[config.mk]
export PLATFORM = sky130hd
export DESIGN_NAME = imm_decode_stage
export DESIGN_NICKNAME = d
export VERILOG_FILES = /design/src/rtl/imm_decode_stage.sv
export SDC_FILE = /design/constraint.sdc
export NUM_CORES = 1
export LEC_CHECK = 0
export ABC_AREA = 1
export BUFFER_PORTS_ARGS = -buffer_cell sky130_fd_sc_hd__buf_2
export CORE_MARGIN = 3
export CORE_UTILIZATION = 41
export CTS_CLUSTER_DIAMETER = 30
export DETAILED_ROUTE_END_ITERATION = 16
export HOLD_SLACK_MARGIN = 0.1
export SETUP_SLACK_MARGIN = 0.2
export SLEW_MARGIN = 20
export SYNTH_ARGS = -nofsm -noshare
export SYNTH_HDL_FRONTEND = slang
export SYNTH_SLANG_ARGS = --single-unit
[constraint.sdc]
create_clock -name clk -period 3.31 [get_ports clk]
set_clock_uncertainty 0.1 [all_clocks]
set_input_delay 0 -clock clk [delete_from_list [all_inputs] [get_ports clk]]
set_output_delay 0 -clock clk [all_outputs]
set_load 0.03 [all_outputs]
[src/rtl/imm_decode_stage.sv]
// RV32I decode slot: immediate/format decode into a main register plus a skid register.
// Optional ILLEGAL_OPCODE_TRAP_EN adds a registered out_illegal flag per entry.
module imm_decode_stage #(
    parameter int unsigned DATA_WIDTH = 32,
    parameter int unsigned ADDR_WIDTH = 32
) (
    input  logic                  clk,
    input  logic                  rst,
    input  logic                  flush,
    input  logic                  in_valid,
    output logic                  in_ready,
    input  logic [DATA_WIDTH-1:0] in_instr,
    input  logic [ADDR_WIDTH-1:0] in_pc,
    output logic                  out_valid,
    input  logic                  out_ready,
    output logic [DATA_WIDTH-1:0] out_instr,
    output logic [ADDR_WIDTH-1:0] out_pc,
    output logic [DATA_WIDTH-1:0] out_imm,
    output logic [2:0]            out_fmt
`ifdef ILLEGAL_OPCODE_TRAP_EN
    ,
    output logic                  out_illegal
`endif
);

    localparam logic [2:0] FMT_NONE = 3'd0;
    localparam logic [2:0] FMT_I    = 3'd1;
    localparam logic [2:0] FMT_S    = 3'd2;
    localparam logic [2:0] FMT_B    = 3'd3;
    localparam logic [2:0] FMT_U    = 3'd4;
    localparam logic [2:0] FMT_J    = 3'd5;

    typedef struct packed {
        logic [DATA_WIDTH-1:0] instr;
        logic [ADDR_WIDTH-1:0] pc;
        logic [DATA_WIDTH-1:0] imm;
        logic [2:0]            fmt;
`ifdef ILLEGAL_OPCODE_TRAP_EN
        logic                  illegal;
`endif
    } entry_t;

    entry_t dec;
    entry_t main_q;
    entry_t skid_q;
    logic   main_valid_q;
    logic   skid_valid_q;
    logic   accept;
    logic   pop;

    always_comb begin
        dec       = '0;
        dec.instr = in_instr;
        dec.pc    = in_pc;
        case (in_instr[6:2])
            5'b00000, 5'b00100, 5'b11001, 5'b11100: begin
                dec.fmt = FMT_I;
                dec.imm = {{20{in_instr[31]}}, in_instr[31:20]};
            end
            5'b01000: begin
                dec.fmt = FMT_S;
                dec.imm = {{20{in_instr[31]}}, in_instr[31:25], in_instr[11:7]};
            end
            5'b11000: begin
                dec.fmt = FMT_B;
                dec.imm = {{19{in_instr[31]}}, in_instr[31], in_instr[7], in_instr[30:25],
                           in_instr[11:8], 1'b0};
            end
            5'b01101, 5'b00101: begin
                dec.fmt = FMT_U;
                dec.imm = {in_instr[31:12], 12'h000};
            end
            5'b11011: begin
                dec.fmt = FMT_J;
                dec.imm = {{11{in_instr[31]}}, in_instr[31], in_instr[19:12], in_instr[20],
                           in_instr[30:21], 1'b0};
            end
            default: begin
                dec.fmt = FMT_NONE;
                dec.imm = '0;
            end
        endcase
`ifdef ILLEGAL_OPCODE_TRAP_EN
        case (in_instr[6:2])
            5'b00000, 5'b00011, 5'b00100, 5'b00101, 5'b01000, 5'b01100,
            5'b01101, 5'b11000, 5'b11001, 5'b11011, 5'b11100: dec.illegal = 1'b0;
            default: dec.illegal = 1'b1;
        endcase
        // A non-32-bit encoding has no RV32I immediate format.
        if (in_instr[1:0] != 2'b11) begin
            dec.illegal = 1'b1;
            dec.fmt     = FMT_NONE;
            dec.imm     = '0;
        end
`endif
    end

    assign in_ready = !skid_valid_q && !rst;
    assign accept   = in_valid && in_ready;
    assign pop      = main_valid_q && out_ready;

    always_ff @(posedge clk) begin
        if (rst) begin
            main_valid_q <= 1'b0;
            skid_valid_q <= 1'b0;
            main_q       <= '0;
            skid_q       <= '0;
        end else if (flush) begin
            main_valid_q <= 1'b0;
            skid_valid_q <= 1'b0;
        end else if (!main_valid_q || pop) begin
            // in_ready is low whenever the skid is full, so accept cannot coincide with a refill.
            if (skid_valid_q) begin
                main_q       <= skid_q;
                main_valid_q <= 1'b1;
                skid_valid_q <= 1'b0;
            end else if (accept) begin
                main_q       <= dec;
                main_valid_q <= 1'b1;
            end else begin
                main_valid_q <= 1'b0;
            end
        end else if (accept) begin
            skid_q       <= dec;
            skid_valid_q <= 1'b1;
        end
    end

    assign out_valid = main_valid_q;
    assign out_instr = main_q.instr;
    assign out_pc    = main_q.pc;
    assign out_imm   = main_q.imm;
    assign out_fmt   = main_q.fmt;
`ifdef ILLEGAL_OPCODE_TRAP_EN
    assign out_illegal = main_q.illegal;
`endif

endmodule

==> results.json <==
{
  "ys_ff_latch": 200,
  "r2r-start": "skid_valid_q",
  "cp_num_buf_inv": 5,
  "worstPathMaxFanout": 139,
  "hold_viol_final": 0,
  "status": "finished, final reports clean",
  "clockBufferDepth": 2,
  "crit_path_top_delay_cell": "dlygate4sd3_1",
  "cp_cell_sequence": "dlygate4sd3_1 -> buf_2 -> nor2_4 -> nand2_2 -> nor3_4 -> buf_12 -> nor2_1 -> nor2_1 -> nand2_1 -> dlygate4sd3_1 -> inv_1",
  "critPathCaptureType": "flop",
  "reg2reg_setup_slack_ps": 840,
  "nets": 1446,
  "vias_per_cell": 5.080,
  "grt_pass1_vias": 7762,
  "seqPwrFrac": 0.488,
  "htreeDepth": 4,
  "gp_congestion": 0.8438,
  "ant_nets": 0,
  "drc_errors": 0,
  "rsz0062_at_grt": "no",
  "clkSinkCount": 200,
  "row_count": 52,
  "grt_overflow": 0,
  "holdCritStartpoint": "in_pc[14]",
  "dpl.hpwl_mm": 15.08,
  "cts_buffers": 17,
  "avgSynthCellArea_um2": 7.175,
  "port_buffers": 169,
  "report.final.slew_viol_count": 0,
  "grt_usage": 0.2178,
  "clkTransAtPathRegs_ps": 80,
  "swShare": 0.2829,
  "worstPathRequired_ps": 3590,
  "die_x_um": 151.1,
  "maxCapViolCount": 0,
  "firstDrtPassIters": 5,
  "dpl_cell_area_mm2": 0.009482,
  "synth_area_mm2": 0.008632,
  "fin_area_mm2": 0.01074,
  "diodes": 0,
  "synthCells": 1203,
  "switching_power_mw": 1.457,
  "power_density_mw_per_mm2": 479.5,
  "finalSetupViolCount": 0,
  "cts-root-buf": "clkbuf_16",
  "ioPinCount": 170,
  "crit_type": "primary input to flop",
  "die_area_mm2": 0.02283,
  "layout_min_cycle_time_ps": 2483,
  "synth.yosys.seq_area_share": 0.4638,
  "path_delay_family": "buffers and inverters",
  "r2r_cells": 9,
  "cpPeakStageDelay_ps": 560,
  "syn-num-nets": 1272,
  "grt_max_degree": 140,
  "max_freq_ghz": 0.4028,
  "p_int_mw": 3.693,
  "hold_end": "skid_q[49]",
  "combPwrFrac": 0.121,
  "p_leak_nw": 5.352,
  "critPathLaunchType": "primary input",
  "totalWireLength_mm": 24.97,
  "start_util": 0.4225,
  "worstPathArrival_ps": 2760,
  "clk-insertion-delay-late_ps": 430,
  "irDropWorstVdd_uv": 359.4,
  "grt_pass1_wl_mm": 40.07,
  "period_share": 0.7501,
  "hold_path_depth": 4,
  "core_mm2": 0.02043,
  "clkPwrFrac": 0.391,
  "drt_first_iter_violations": 510,
  "fin_setup_tns_ps": 0,
  "slew_headroom": 0.3058,
  "syn_to_final_growth_pct": 24.44,
  "ys_warn_count": 0,
  "worst_pin_slew_ps": 1041,
  "drive_above_1_share": 0.1662,
  "cts_tree": "yes",
  "fillers": 2044,
  "hold_path_class": "primary input to flop",
  "final_core_util": 0.5258,
  "cp.depth": 11,
  "vias": 8433,
  "grt_antenna_before_repair": 0,
  "chipHeight_um": 151.1,
  "wire_per_inst_um": 15.04,
  "r2r-end": "skid_q[34]",
  "yosys.cell_types.count": 25
}
-- synthesized netlist by cell type, drive strengths merged --
cell type,instances,area share
buf,45,0.031
inv,68,0.030
nand3,80,0.048
nor2,213,0.097
a21oi,109,0.063
o21ai,201,0.12
o211a,33,0.038
nand2,198,0.087
dfxtp,200,0.46
o31ai,1,0.00087
nor3,1,0.0019
clkinv,2,0.00087
nand4,1,0.00073
clkbuf,51,0.022
-- worst reg2reg max path, stage by stage (launching register included) --
cell           delay [ps]
dfxtp_4               470
nor2_4                160
nand2_2                90
nor3_4                180
buf_12                480
nor2_1                160
nor2_1                100
nand2_1                60
dlygate4sd3_1         560
inv_1                  50
-- cells by family (layout without fill, tap and decap cells) --
group           Yosys count  in the layout  synth area share
compound gates          344            344            0.2193
buf+inv                 166            353           0.08349
flops                   200            200            0.4638
simple gates            493            493            0.2334
-- sequential cells by signal (all words and copies together), names as in the netlist --
register and cells:
skid_q 99, out_instr 32, out_pc 32, out_imm 32, skid_valid_q 1, out_fmt 3, out_valid 1
-- worst max-delay path by stage --
stage                       from          end  slack (ps)
global route                 rst   skid_q[34]         580
floorplan           skid_valid_q   out_pc[26]        1640
global placement     in_instr[5]  out_imm[28]        1080
CTS                 skid_valid_q   skid_q[34]         870
finish                       rst   skid_q[34]         830
detailed placement   in_instr[5]  out_imm[28]        1050
-- metal layers --
layer | GRT usage | part of all wire | vias to the layer above
met5 | 0 | 0 | -
met3 | 0.04817 | 0.055 | 14
met1 | 0.2931 | 0.46 | 3920
met4 | 0.04442 | 0.0086 | 0
met2 | 0.3615 | 0.48 | 195
li1 | - | - | 4304
-- power groups by stage --
stage	sequential, mW	combinational (mW)	clock, mW
3_3_place_gp	2.57	0.558	0
3_5_place_dp	2.57	0.562	0
6_report	2.51	0.622	2.01
2_1_floorplan	2.69	0.239	0
5_1_grt	2.52	0.684	2.15
4_1_cts	2.51	0.626	2.08
-- layout by cell type (no fill, tap or decap) --
master and instances:
a21oi_1 109, buf_2 169, buf_12 2, inv_1 62, o31ai_1 1, nand4_1 1
dfxtp_4 1, clkinvlp_4 1, nand3_1 78, o21ai_2 1, o21ai_0 161, inv_4 2
buf_4 10, nor2_1 209, clkinv_4 2, dlygate4sd3_1 70, nor2_2 1, clkinv_8 1
nand2_1 196, o211a_1 33, nor2_8 1, inv_6 7, o21ai_1 39, clkbuf_1 1
inv_2 6, inv_8 2, nand3_2 2, nor3_4 1, nand2_2 2, nor2_4 2
dfxtp_1 199, clkinv_2 1, clkbuf_16 17
-- final cells by class --
class                           count  area (µm²)  area share
Tap cell                          270       337.8     0.03145
Multi-Input combinational cell    837        3908      0.3638
Timing Repair Buffer              251        1662      0.1547
Clock inverter                     14       130.1     0.01211
Clock buffer                       18       429.2     0.03995
Sequential cell                   200        4008      0.3731
Inverter                           70       267.8     0.02493
-- repair_timing --
| action | in CTS | in global routing |
|---|---|---|
| endpoints found under the hold margin | 195 | 0 |
| resized for setup | 0 | 0 |
| hold buffers | 70 | 0 |
| buffers inserted | 0 | 0 |
-- per-stage QoR --
stage	hold WS (ps)	setup slack, ps	cells	power (mW)
after floorplan	-59.94	1635	1203	2.932
after global placement	142.6	1076	1558	3.129
after detailed placement	143.6	1051	1558	3.132
after CTS	221.7	866.4	1660	5.216
after global routing	253.3	583.7	1660	5.361
final	239.4	827.2	1660	5.150
Note: power is estimated with default switching activity, not from simulation.
